==> src/rtl/tri_carrier_gen.sv <==
// Triangle/sawtooth PWM carrier with tick prescaler, valley-reloaded shadow settings and
// peak/valley sync pulses. Define TRI_COMPLEMENT_EN to add the phase-shifted wave_n output.
module tri_carrier_gen #(
   parameter int WIDTH    = 12,
   parameter int PRESC_W  = 8,
   parameter int RST_PEAK = 511
) (
   input  logic               clk_int,
   input  logic               rst,
   input  logic               en,
   input  logic [WIDTH-1:0]   peak_in,
   input  logic [WIDTH-1:0]   step_in,
   input  logic [PRESC_W-1:0] presc_in,
   input  logic               saw_mode_in,
   output logic [WIDTH-1:0]   wave,
   output logic               dir,
   output logic               peak_pulse,
   output logic               valley_pulse
`ifdef TRI_COMPLEMENT_EN
   ,
   output logic [WIDTH-1:0]   wave_n
`endif
);

   typedef enum logic {DIR_RISE = 1'b0, DIR_FALL = 1'b1} dir_t;

   dir_t               dir_q, dir_nx;
   logic [WIDTH-1:0]   wave_q, wave_nx;
   logic               peak_pulse_q, peak_pulse_nx;
   logic               valley_pulse_q, valley_pulse_nx;
   logic [PRESC_W-1:0] presc_cnt, presc_cnt_nx;
   logic [WIDTH-1:0]   peak_act, peak_nx;
   logic [WIDTH-1:0]   step_act, step_nx;
   logic [PRESC_W-1:0] presc_act, presc_nx;
   logic               saw_act, saw_nx;

   logic [WIDTH-1:0]   step_eff;
   logic [WIDTH:0]     sum_up;
   logic               tick;
   logic               reload;

   // A zero step would stall the carrier forever, so it behaves as a step of one.
   assign step_eff = (step_act == '0) ? WIDTH'(1) : step_act;
   assign sum_up   = {1'b0, wave_q} + {1'b0, step_eff};
   assign tick     = (presc_cnt == presc_act);

   always_comb begin
      wave_nx         = wave_q;
      dir_nx          = dir_q;
      peak_pulse_nx   = 1'b0;
      valley_pulse_nx = 1'b0;
      presc_cnt_nx    = presc_cnt;
      peak_nx         = peak_act;
      step_nx         = step_act;
      presc_nx        = presc_act;
      saw_nx          = saw_act;
      reload          = 1'b0;

      if (!en) begin
         presc_cnt_nx = '0;
      end else if (!tick) begin
         presc_cnt_nx = presc_cnt + PRESC_W'(1);
      end else begin
         presc_cnt_nx = '0;
         if (peak_act == '0) begin
            // Degenerate carrier: every tick is a valley so a new peak is picked up quickly.
            wave_nx         = '0;
            valley_pulse_nx = 1'b1;
            reload          = 1'b1;
         end else if (saw_act) begin
            if (wave_q == peak_act) begin
               wave_nx         = '0;
               valley_pulse_nx = 1'b1;
               reload          = 1'b1;
            end else if (sum_up >= {1'b0, peak_act}) begin
               wave_nx       = peak_act;
               peak_pulse_nx = 1'b1;
            end else begin
               wave_nx = sum_up[WIDTH-1:0];
            end
         end else if (dir_q == DIR_RISE) begin
            if (sum_up >= {1'b0, peak_act}) begin
               wave_nx       = peak_act;
               dir_nx        = DIR_FALL;
               peak_pulse_nx = 1'b1;
            end else begin
               wave_nx = sum_up[WIDTH-1:0];
            end
         end else begin
            if (wave_q <= step_eff) begin
               wave_nx         = '0;
               dir_nx          = DIR_RISE;
               valley_pulse_nx = 1'b1;
               reload          = 1'b1;
            end else begin
               wave_nx = wave_q - step_eff;
            end
         end
      end

      // Shadow settings become active only at the valley, keeping each period glitch-free.
      if (reload) begin
         peak_nx  = peak_in;
         step_nx  = step_in;
         presc_nx = presc_in;
         saw_nx   = saw_mode_in;
         dir_nx   = DIR_RISE;
      end
   end

   always_ff @(posedge clk_int) begin
      if (rst) begin
         wave_q         <= '0;
         dir_q          <= DIR_RISE;
         peak_pulse_q   <= 1'b0;
         valley_pulse_q <= 1'b0;
         presc_cnt      <= '0;
         peak_act       <= WIDTH'(RST_PEAK);
         step_act       <= WIDTH'(1);
         presc_act      <= '0;
         saw_act        <= 1'b0;
      end else begin
         wave_q         <= wave_nx;
         dir_q          <= dir_nx;
         peak_pulse_q   <= peak_pulse_nx;
         valley_pulse_q <= valley_pulse_nx;
         presc_cnt      <= presc_cnt_nx;
         peak_act       <= peak_nx;
         step_act       <= step_nx;
         presc_act      <= presc_nx;
         saw_act        <= saw_nx;
      end
   end

   assign wave         = wave_q;
   assign dir          = dir_q;
   assign peak_pulse   = peak_pulse_q;
   assign valley_pulse = valley_pulse_q;

`ifdef TRI_COMPLEMENT_EN
   logic [WIDTH-1:0] wave_n_q;

   // Built from next-state values so it stays aligned with wave, including across a reload.
   always_ff @(posedge clk_int) begin
      if (rst) begin
         wave_n_q <= WIDTH'(RST_PEAK);
      end else begin
         wave_n_q <= peak_nx - wave_nx;
      end
   end

   assign wave_n = wave_n_q;
`endif

endmodule

==> config.mk <==
export PLATFORM = sky130hd
export DESIGN_NAME = tri_carrier_gen
export DESIGN_NICKNAME = d
export VERILOG_FILES = /design/src/rtl/tri_carrier_gen.sv
export SDC_FILE = /design/constraint.sdc
export NUM_CORES = 1
export LEC_CHECK = 0
export ABC_AREA = 1
export BUFFER_PORTS_ARGS = -buffer_cell sky130_fd_sc_hd__clkbuf_2
export CORE_ASPECT_RATIO = 0.9
export CORE_UTILIZATION = 45
export CTS_CLUSTER_SIZE = 24
export DETAILED_ROUTE_END_ITERATION = 6
export GPL_TIMING_DRIVEN = 0
export SLEW_MARGIN = 15
export SYNTH_ARGS = -nofsm -noshare
export SYNTH_HDL_FRONTEND = slang
export SYNTH_SLANG_ARGS = --single-unit
==> constraint.sdc <==
create_clock -name clk_int -period 7 [get_ports clk_int]
set_clock_uncertainty 0.05 [all_clocks]
set_input_delay 2.1 -clock clk_int [delete_from_list [all_inputs] [get_ports clk_int]]
set_output_delay 2.1 -clock clk_int [all_outputs]
set_load 0.01 [all_outputs]
==> qor.csv, run 1 <==
stage,metric,value,unit
outcome,run status,finished clean,
grt,global-route wire length before repair,17900,um
worst_setup_path,Crit path arrival time,4.74,ns
placed_design,placed instance area,4570,um2
worst_setup_path,flop2flop setup slack,2.48,ns
grt,met2 usage,0.409,
final_layout,ratio of cells with drive above 1 in the final layout,0.169,
clocking,clock tree buffer depth,2,
worst_setup_path,R2R Path End,wave[4],
route,post-route antenna net violation count,0,
synth,synth unique cells,40,
grt,largest net degree at the start of global routing,18,
final_layout,multi-input logic area,2560,um2
timing,max frequency,221,MHz
timing,# setup viols final,0,
placed_design,placed insts,792,
grt,routing usage on met3,0.0381,
clocking,CTS tree,yes,
power,total power,1.62,mW
clocking,clock-pin slew on the worst setup and hold paths,0.12,ns
clocking,H-tree level count,2,
synth,synthesized cell area,4170,um2
synth,Ys Warns,0,
floorplan,Initial Utilization,0.476,
clocking,Root Buffer,clkbuf_8,
grt,met1 GRT Util,0.333,
floorplan,die area,9660,um2
placed_design,# port buffers,50,
worst_setup_path,CP Capture Type,register,
route,Avg Vias per Cell,4.97,
synth,async set-reset flop share out of synthesis,0,
power,Worst VDD drop,0.161,mV
hold_path,worst hold stages,1,
floorplan,core area,8770,um2
timing,minimum clock period,4.52,ns
final_layout,Area growth syn-to-layout,12.2,%
synth,post-synthesis instance total,623,
route,drt initial violations,179,
timing,final hold violation count,0,
timing,final hold slack,0.431,ns
synth,Seq cells post-synth,56,
floorplan,num rows,32,
final_layout,ant diodes,0,
final_layout,"non-filler cells, final",800,
placed_design,DP Worst Slack,2.58,ns
route,Post-route DRC,0,
floorplan,Chip Height,93.3,um
synth,Synthesized Nets,698,
grt,"Remaining Overflow, GRT",0,
synth,"Primary FF master, synth",dfxtp_1,
route,routed via count,3976,
worst_setup_path,Worst Setup Path Type,reg -> reg,
worst_setup_path,Critical R2R Launch,step_act[9],
worst_setup_path,peak fanout along the critical path,7,
grt,antenna violations before repair,0,
final_layout,FF/Latch Area,1120,um2
timing,Setup TNS,0,ns
final_layout,Layout fillers,921,
grt,vias in the first global route,3648,
clocking,Worst-Skew Late Latency,0.33,ns
timing,fin crit share,0.646,
worst_setup_path,Worst Path Required,7.22,ns
timing,slew at the pin with the worst max-slew slack,0.701,ns
clocking,TritonCTS buffer count,5,
clocking,hold-fix buffers at CTS,0,
power,PD cells,346,nW/um2
synth,"Seq/Total Area, Yosys",0.269,
floorplan,I/O pin count,51,
grt,GR Util All Layers,0.245,
final_layout,Finished Core Util,0.534,
hold_path,min-delay worst type,reg -> reg,
clocking,# Post-CTS Setup Buffers,0,
hold_path,Hold Path Sink,presc_cnt[0],
worst_setup_path,r2r worst-path depth,26,
flow_run,Max Cap Viol,0,
timing,RSZ-0062 raised after global routing,no,
timing,final worst setup slack,2.48,ns
final_layout,fin nets,755,
placed_design,placer congestion estimate,0.910,
power,Static Leak,2.40,nW
worst_setup_path,crit start category,register,
placed_design,Final HPWL DP,8940,um
clocking,Clock Sink Count,56,
timing,Max-slew headroom,0.530,
route,Total Routed Length,11200,um
timing,max-slew violation count,0,
hold_path,hold_sp,presc_cnt[0],
route,drt wl/cell,14.0,um
grt,global route hottest layer,met2,
synth,Post-synth EDFFs,0,
clocking,CTS resizes,0,
floorplan,die width,103,um
synth,syn avg cell area,6.70,um2
final_layout,Final Cell Area,4680,um2
route,router iterations before antenna repair,5,
==> worst max path at each step <==
stage                  from  endpoint  depth (start not counted)
2_1_floorplan  step_act[10]   wave[3]                         27
3_3_place_gp   step_act[11]   wave[3]                         26
3_5_place_dp    step_act[9]   wave[4]                         26
4_1_cts        step_act[11]   wave[4]                         26
5_1_grt         step_act[9]   wave[1]                         26
6_report        step_act[9]   wave[4]                         26
==> state kept, by name, summed over array words and instances (netlist names) <==
signal        flops
valley_pulse      1
step_act         12
peak_pulse        1
presc_act         8
saw_act           1
dir               1
presc_cnt         8
wave             12
peak_act         12
==> power by group <==
| group | leakage (nW) | internal (mW) | switching, mW |
|---|---|---|---|
| clock network | 0.0558 | 0.108 | 0.118 |
| logic | 1.90 | 0.353 | 0.621 |
| registers | 0.452 | 0.359 | 0.0610 |
==> cells in the mapped netlist (3+ instances only) <==
| cell type | n | share of area |
|---|---|---|
| nand2_1 | 157 | 0.14 |
| inv_1 | 82 | 0.074 |
| dfxtp_1 | 56 | 0.27 |
| nand3_1 | 55 | 0.066 |
| nor2_1 | 40 | 0.036 |
| ha_1 | 37 | 0.11 |
| xor2_1 | 22 | 0.046 |
| a21oi_1 | 21 | 0.025 |
| o21ai_0 | 18 | 0.022 |
| o21ai_2 | 18 | 0.038 |
| o21ai_1 | 17 | 0.020 |
| inv_2 | 15 | 0.013 |
| clkbuf_1 | 14 | 0.013 |
| nand4_1 | 13 | 0.019 |
| nor3_1 | 7 | 0.0084 |
| buf_2 | 6 | 0.0072 |
| xnor2_1 | 5 | 0.010 |
| nand2_2 | 4 | 0.0060 |
| a31oi_1 | 3 | 0.0045 |
| buf_6 | 3 | 0.0081 |
| nor4_1 | 3 | 0.0045 |
| o21bai_1 | 3 | 0.0054 |
==> layer usage <==
layer  share of wire  up-vias
met3           0.038       11
met1            0.50     1782
met4          0.0091        0
met5               0        -
met2            0.45       82
li1                -     2101
==> cell type report <==
class / instances / share of cell area
plain buffers: 23 / 0.0249
clock buffers: 6 / 0.0155
clock inverters: 2 / 0.00828
inverters: 99 / 0.0794
multi-input cells: 445 / 0.547
flip-flops and latches: 56 / 0.239
well taps: 119 / 0.0318
repair buffers: 50 / 0.0534
==> critical path, stage by stage (launching register included) <==
cell and delay, ns:
dfxtp_1 0.34, inv_1 0.11, nand4_1 0.18, o41ai_1 0.61, ha_1 0.31, fa_1 0.30, nand2_1 0.08, o211ai_1 0.21
a21oi_1 0.14, xor2_1 0.20, inv_1 0.08, ha_1 0.29, nand2_1 0.11, nor2_1 0.05, nor2_1 0.08, nand2_1 0.05
nor2_1 0.08, nand2_1 0.07, nand2_1 0.06, nand2_1 0.04, nand2_1 0.11, nand2_1 0.21, nor2_2 0.37, nand2_1 0.10
nand3_1 0.11, nand2_1 0.05, nand2_1 0.07
==> kinds of logic after synthesis <==
kind of cell,count (synthesis),synth area share
simple gates,292,0.308
buf+inv,122,0.117
compound gates,87,0.129
flops,56,0.269
fa+ha+maj,39,0.121
xor+xnor,27,0.0567
==> cell usage in the layout, fill, tap and decap left out, drive strengths merged, types with 5 or more instances in the layout <==
cell type	n
nand4	13
nor2	43
nand2	162
dfxtp	56
nand3	57
inv	98
buf	9
xnor2	5
clkbuf	70
o21ai	53
nor3	9
ha	37
a21oi	22
xor2	22
(Power assumes the default switching activity.)
==> run 2: changes to the inputs <==
Settings changed: ABC_AREA 1 to 0.
Clock period 7 ns to 4.6 ns, I/O delays scaled along.
==> qor.csv, run 2 <==
stage,metric,value,unit,change
floorplan,Initial Utilization,0.463,,was 0.476
hold_path,min-delay worst type,reg -> reg,,unchanged
clocking,H-tree level count,2,,unchanged
synth,post-synthesis instance total,514,,was 623
floorplan,core area,9130,um2,was 8770 um2
final_layout,"most common cell after layout, fill and taps aside",dfxtp_1,,was nand2_1
floorplan,Chip Height,94.0,um,was 93.3 um
synth,synthesized cell area,4230,um2,was 4170 um2
synth,Ys Warns,0,,unchanged
worst_setup_path,slowest CP cell,dfxtp_4,,was o41ai_1
power,Static Leak,2.10,nW,was 2.40 nW
placed_design,placer congestion estimate,0.889,,was 0.910
final_layout,"commonest non-fill, non-tap cells in the layout","53 x dfxtp_1, 50 x clkbuf_2, 42 x o21ai_0, 42 x a21oi_1, 38 x inv_1",,"was 157 x nand2_1, 82 x inv_1, 56 x dfxtp_1, 55 x nand3_1, 50 x clkbuf_2"
clocking,clock tree buffer depth,2,,unchanged
power,total power,1.09,mW,was 1.62 mW
timing,minimum clock period,4.44,ns,was 4.52 ns
timing,slew at the pin with the worst max-slew slack,1.02,ns,was 0.701 ns
route,drt initial violations,234,,was 179
worst_setup_path,peak fanout along the critical path,8,,was 7
timing,final hold violation count,0,,unchanged
clocking,TritonCTS buffer count,5,,unchanged
worst_setup_path,Worst Setup SP,step_act[5],,was step_act[9]
clocking,clock-pin slew on the worst setup and hold paths,0.11,ns,was 0.12 ns
grt,GR Util All Layers,0.255,,was 0.245
timing,Max-slew headroom,0.317,,was 0.530
synth,"Seq/Total Area, Yosys",0.265,,was 0.269
placed_design,# port buffers,50,,unchanged
grt,antenna violations before repair,0,,unchanged
clocking,hold-fix buffers at CTS,0,,unchanged
outcome,failing checks,DRC,,
synth,top-area cell type share of the netlist area,0.265,,was 0.269
outcome,run status,finished with violations,,was finished clean
worst_setup_path,flop2flop setup slack,0.16,ns,was 2.48 ns
clocking,Clock Sink Count,56,,unchanged
worst_setup_path,Worst Setup Path Type,reg -> reg,,unchanged
floorplan,I/O pin count,51,,unchanged
floorplan,die width,104,um,was 103 um
worst_setup_path,crit-path max cell delay,0.39,ns,was 0.61 ns
timing,fin crit share,0.966,,was 0.646
route,Post-route DRC,2,,was 0
worst_setup_path,Worst Path Required,4.77,ns,was 7.22 ns
grt,largest net degree at the start of global routing,19,,was 18
synth,syn avg cell area,8.23,um2,was 6.70 um2
final_layout,ant diodes,0,,unchanged
synth,Synth top cells by count,"56 x dfxtp_1, 43 x o21ai_0, 42 x a21oi_1",,"was 157 x nand2_1, 82 x inv_1, 56 x dfxtp_1"
final_layout,Layout fillers,915,,was 921
synth,Post-synth EDFFs,0,,unchanged
worst_setup_path,Critical R2R Launch,step_act[5],,was step_act[9]
worst_setup_path,Crit path arrival time,4.61,ns,was 4.74 ns
clocking,Root Buffer,clkbuf_8,,unchanged
power,Worst VDD drop,0.110,mV,was 0.161 mV
final_layout,ratio of cells with drive above 1 in the final layout,0.178,,was 0.169
synth,synth unique cells,72,,was 40
final_layout,Finished Core Util,0.534,,about the same
synth,async set-reset flop share out of synthesis,0,,unchanged
synth,"count leader, synth",dfxtp_1,,was nand2_1
final_layout,Area growth syn-to-layout,15.2,%,was 12.2%
worst_setup_path,crit start category,register,,unchanged
final_layout,Final Cell Area,4870,um2,was 4680 um2
route,post-route antenna net violation count,0,,unchanged
route,routed via count,4057,,was 3976
clocking,Worst-Skew Late Latency,0.32,ns,was 0.33 ns
flow_run,Max Cap Viol,0,,unchanged
route,Total Routed Length,12400,um,was 11200 um
worst_setup_path,"Cell Chain, Critical Path",nor4_4 -> a31o_2 -> ha_4 -> fa_2 -> nand2b_4 -> a221oi_4 -> nor2_1 -> nor2_1 -> nor2_1 -> xnor2_1 -> ha_1 -> and4_1 -> o21ai_0 -> o211ai_1 -> a21oi_4 -> and2_4 -> buf_6 -> mux2_4 -> a221o_1,,
grt,global-route wire length before repair,19500,um,was 17900 um
clocking,CTS tree,yes,,unchanged
synth,"Primary FF master, synth",dfxtp_1,,unchanged
worst_setup_path,CP endpoint,wave[9],,was wave[4]
floorplan,num rows,33,,was 32
timing,# setup viols final,0,,unchanged
route,Avg Vias per Cell,5.80,,was 4.97
worst_setup_path,Most common cell on crit path,nor2_1,,was nand2_1
final_layout,fin nets,652,,was 755
route,drt wl/cell,17.6,um,was 14.0 um
route,M1 WL,5940,um,was 5560 um
grt,vias in the first global route,3795,,was 3648
synth,Seq cells post-synth,56,,unchanged
synth,Synthesized Nets,589,,was 698
placed_design,Final HPWL DP,9640,um,was 8940 um
timing,RSZ-0062 raised after global routing,no,,unchanged
worst_setup_path,CP Capture Type,register,,unchanged
route,routed wl met3,487,um,was 428 um
timing,max-slew violation count,0,,unchanged
route,Routed met2 length,5650,um,was 5090 um
grt,"Remaining Overflow, GRT",0,,unchanged
placed_design,placed instance area,4630,um2,was 4570 um2
worst_setup_path,R2R Path End,wave[9],,was wave[4]
synth,Synth area leaders,"dfxtp_1 27%, ha_1 11%, o21ai_0 5.1%, a21oi_1 5.0%, xnor2_1 4.6%",,"was dfxtp_1 27%, nand2_1 14%, ha_1 11%, inv_1 7.4%, nand3_1 6.6%"
synth,leading area contributor after synthesis,dfxtp_1,,unchanged
power,PD cells,223,nW/um2,was 346 nW/um2
worst_setup_path,r2r worst-path depth,19,,was 26
route,Top Metal Used,met4,,unchanged
floorplan,die area,9790,um2,was 9660 um2
route,router iterations before antenna repair,6,,was 5
timing,max frequency,225,MHz,was 221 MHz
run 2: cell type report:
| cell class | instances | area [um2] | area share |
|---|---|---|---|
| Sequential cell | 56 | 1130 | 0.232 |
| Multi-Input combinational cell | 383 | 2890 | 0.593 |
| Tap cell | 122 | 153 | 0.0313 |
| Clock inverter | 3 | 21.3 | 0.00437 |
| Inverter | 38 | 143 | 0.0293 |
| Buffer | 37 | 170 | 0.0349 |
| Clock buffer | 5 | 68.8 | 0.0141 |
| Timing Repair Buffer | 56 | 299 | 0.0614 |
run 2: how the worst min path moves through the flow:
stage | slack (ns) | depth (start not counted) | startpoint | to
after floorplan | 0.39 | 1 | presc_cnt[0] | presc_cnt[0]
after global placement | 0.41 | 1 | presc_cnt[0] | presc_cnt[0]
after detailed placement | 0.42 | 1 | presc_cnt[0] | presc_cnt[0]
after CTS | 0.44 | 1 | presc_cnt[0] | presc_cnt[0]
after global routing | 0.47 | 1 | presc_cnt[0] | presc_cnt[0]
final | 0.43 | 1 | presc_cnt[0] | presc_cnt[0]
run 2: cells by family after synthesis:
kind of cell | Yosys count | synth area share
AO/OA/AOI/OAI | 165 | 0.269
AND/OR/NAND/NOR | 141 | 0.193
buffers and inverters | 75 | 0.0740
flip-flops | 56 | 0.265
adder cells (fa/ha/maj) | 39 | 0.119
XOR/XNOR | 37 | 0.0766
multiplexers | 1 | 0.00355
run 2: worst max-delay path: cells and delay by family (launching register included):
family	cells	cell delay [ns]
multiplexers	1	0.30
flip-flops	1	0.39
adder cells (fa/ha/maj)	3	0.71
buffers and inverters	1	0.13
AND/OR/NAND/NOR	7	1.06
XOR/XNOR	1	0.27
AO/OA/AOI/OAI	6	1.41
run 2: repair_timing:
item,4_1_cts,5_1_grt
pin swaps,2,13
buffers inserted,3,3
setup endpoints to repair,13,11
gates resized for setup,6,16
run 2: metal layers:
layer	up-vias	track usage
met3	21	0.0361
met5	-	0
met2	100	0.429
met4	0	0.0750
li1	1991	-
met1	1945	0.339
run 2: where the power goes:
| group | internal, mW | leakage (nW) | switching, mW |
|---|---|---|---|
| registers | 0.493 | 0.454 | 0.0188 |
| clock network | 0.109 | 0.0445 | 0.178 |
| logic | 0.126 | 1.61 | 0.163 |
run 2: through the flow:
stage	TNS [ns]	hold slack [ns]	cells	setup WS, ns
after floorplan	0	0.386	514	0.419
after global placement	-5.72	0.409	686	-0.704
final	0	0.432	700	0.156
after CTS	0	0.442	697	0.0241
after detailed placement	-4.84	0.416	686	-0.632
after global routing	0	0.465	700	0.0208
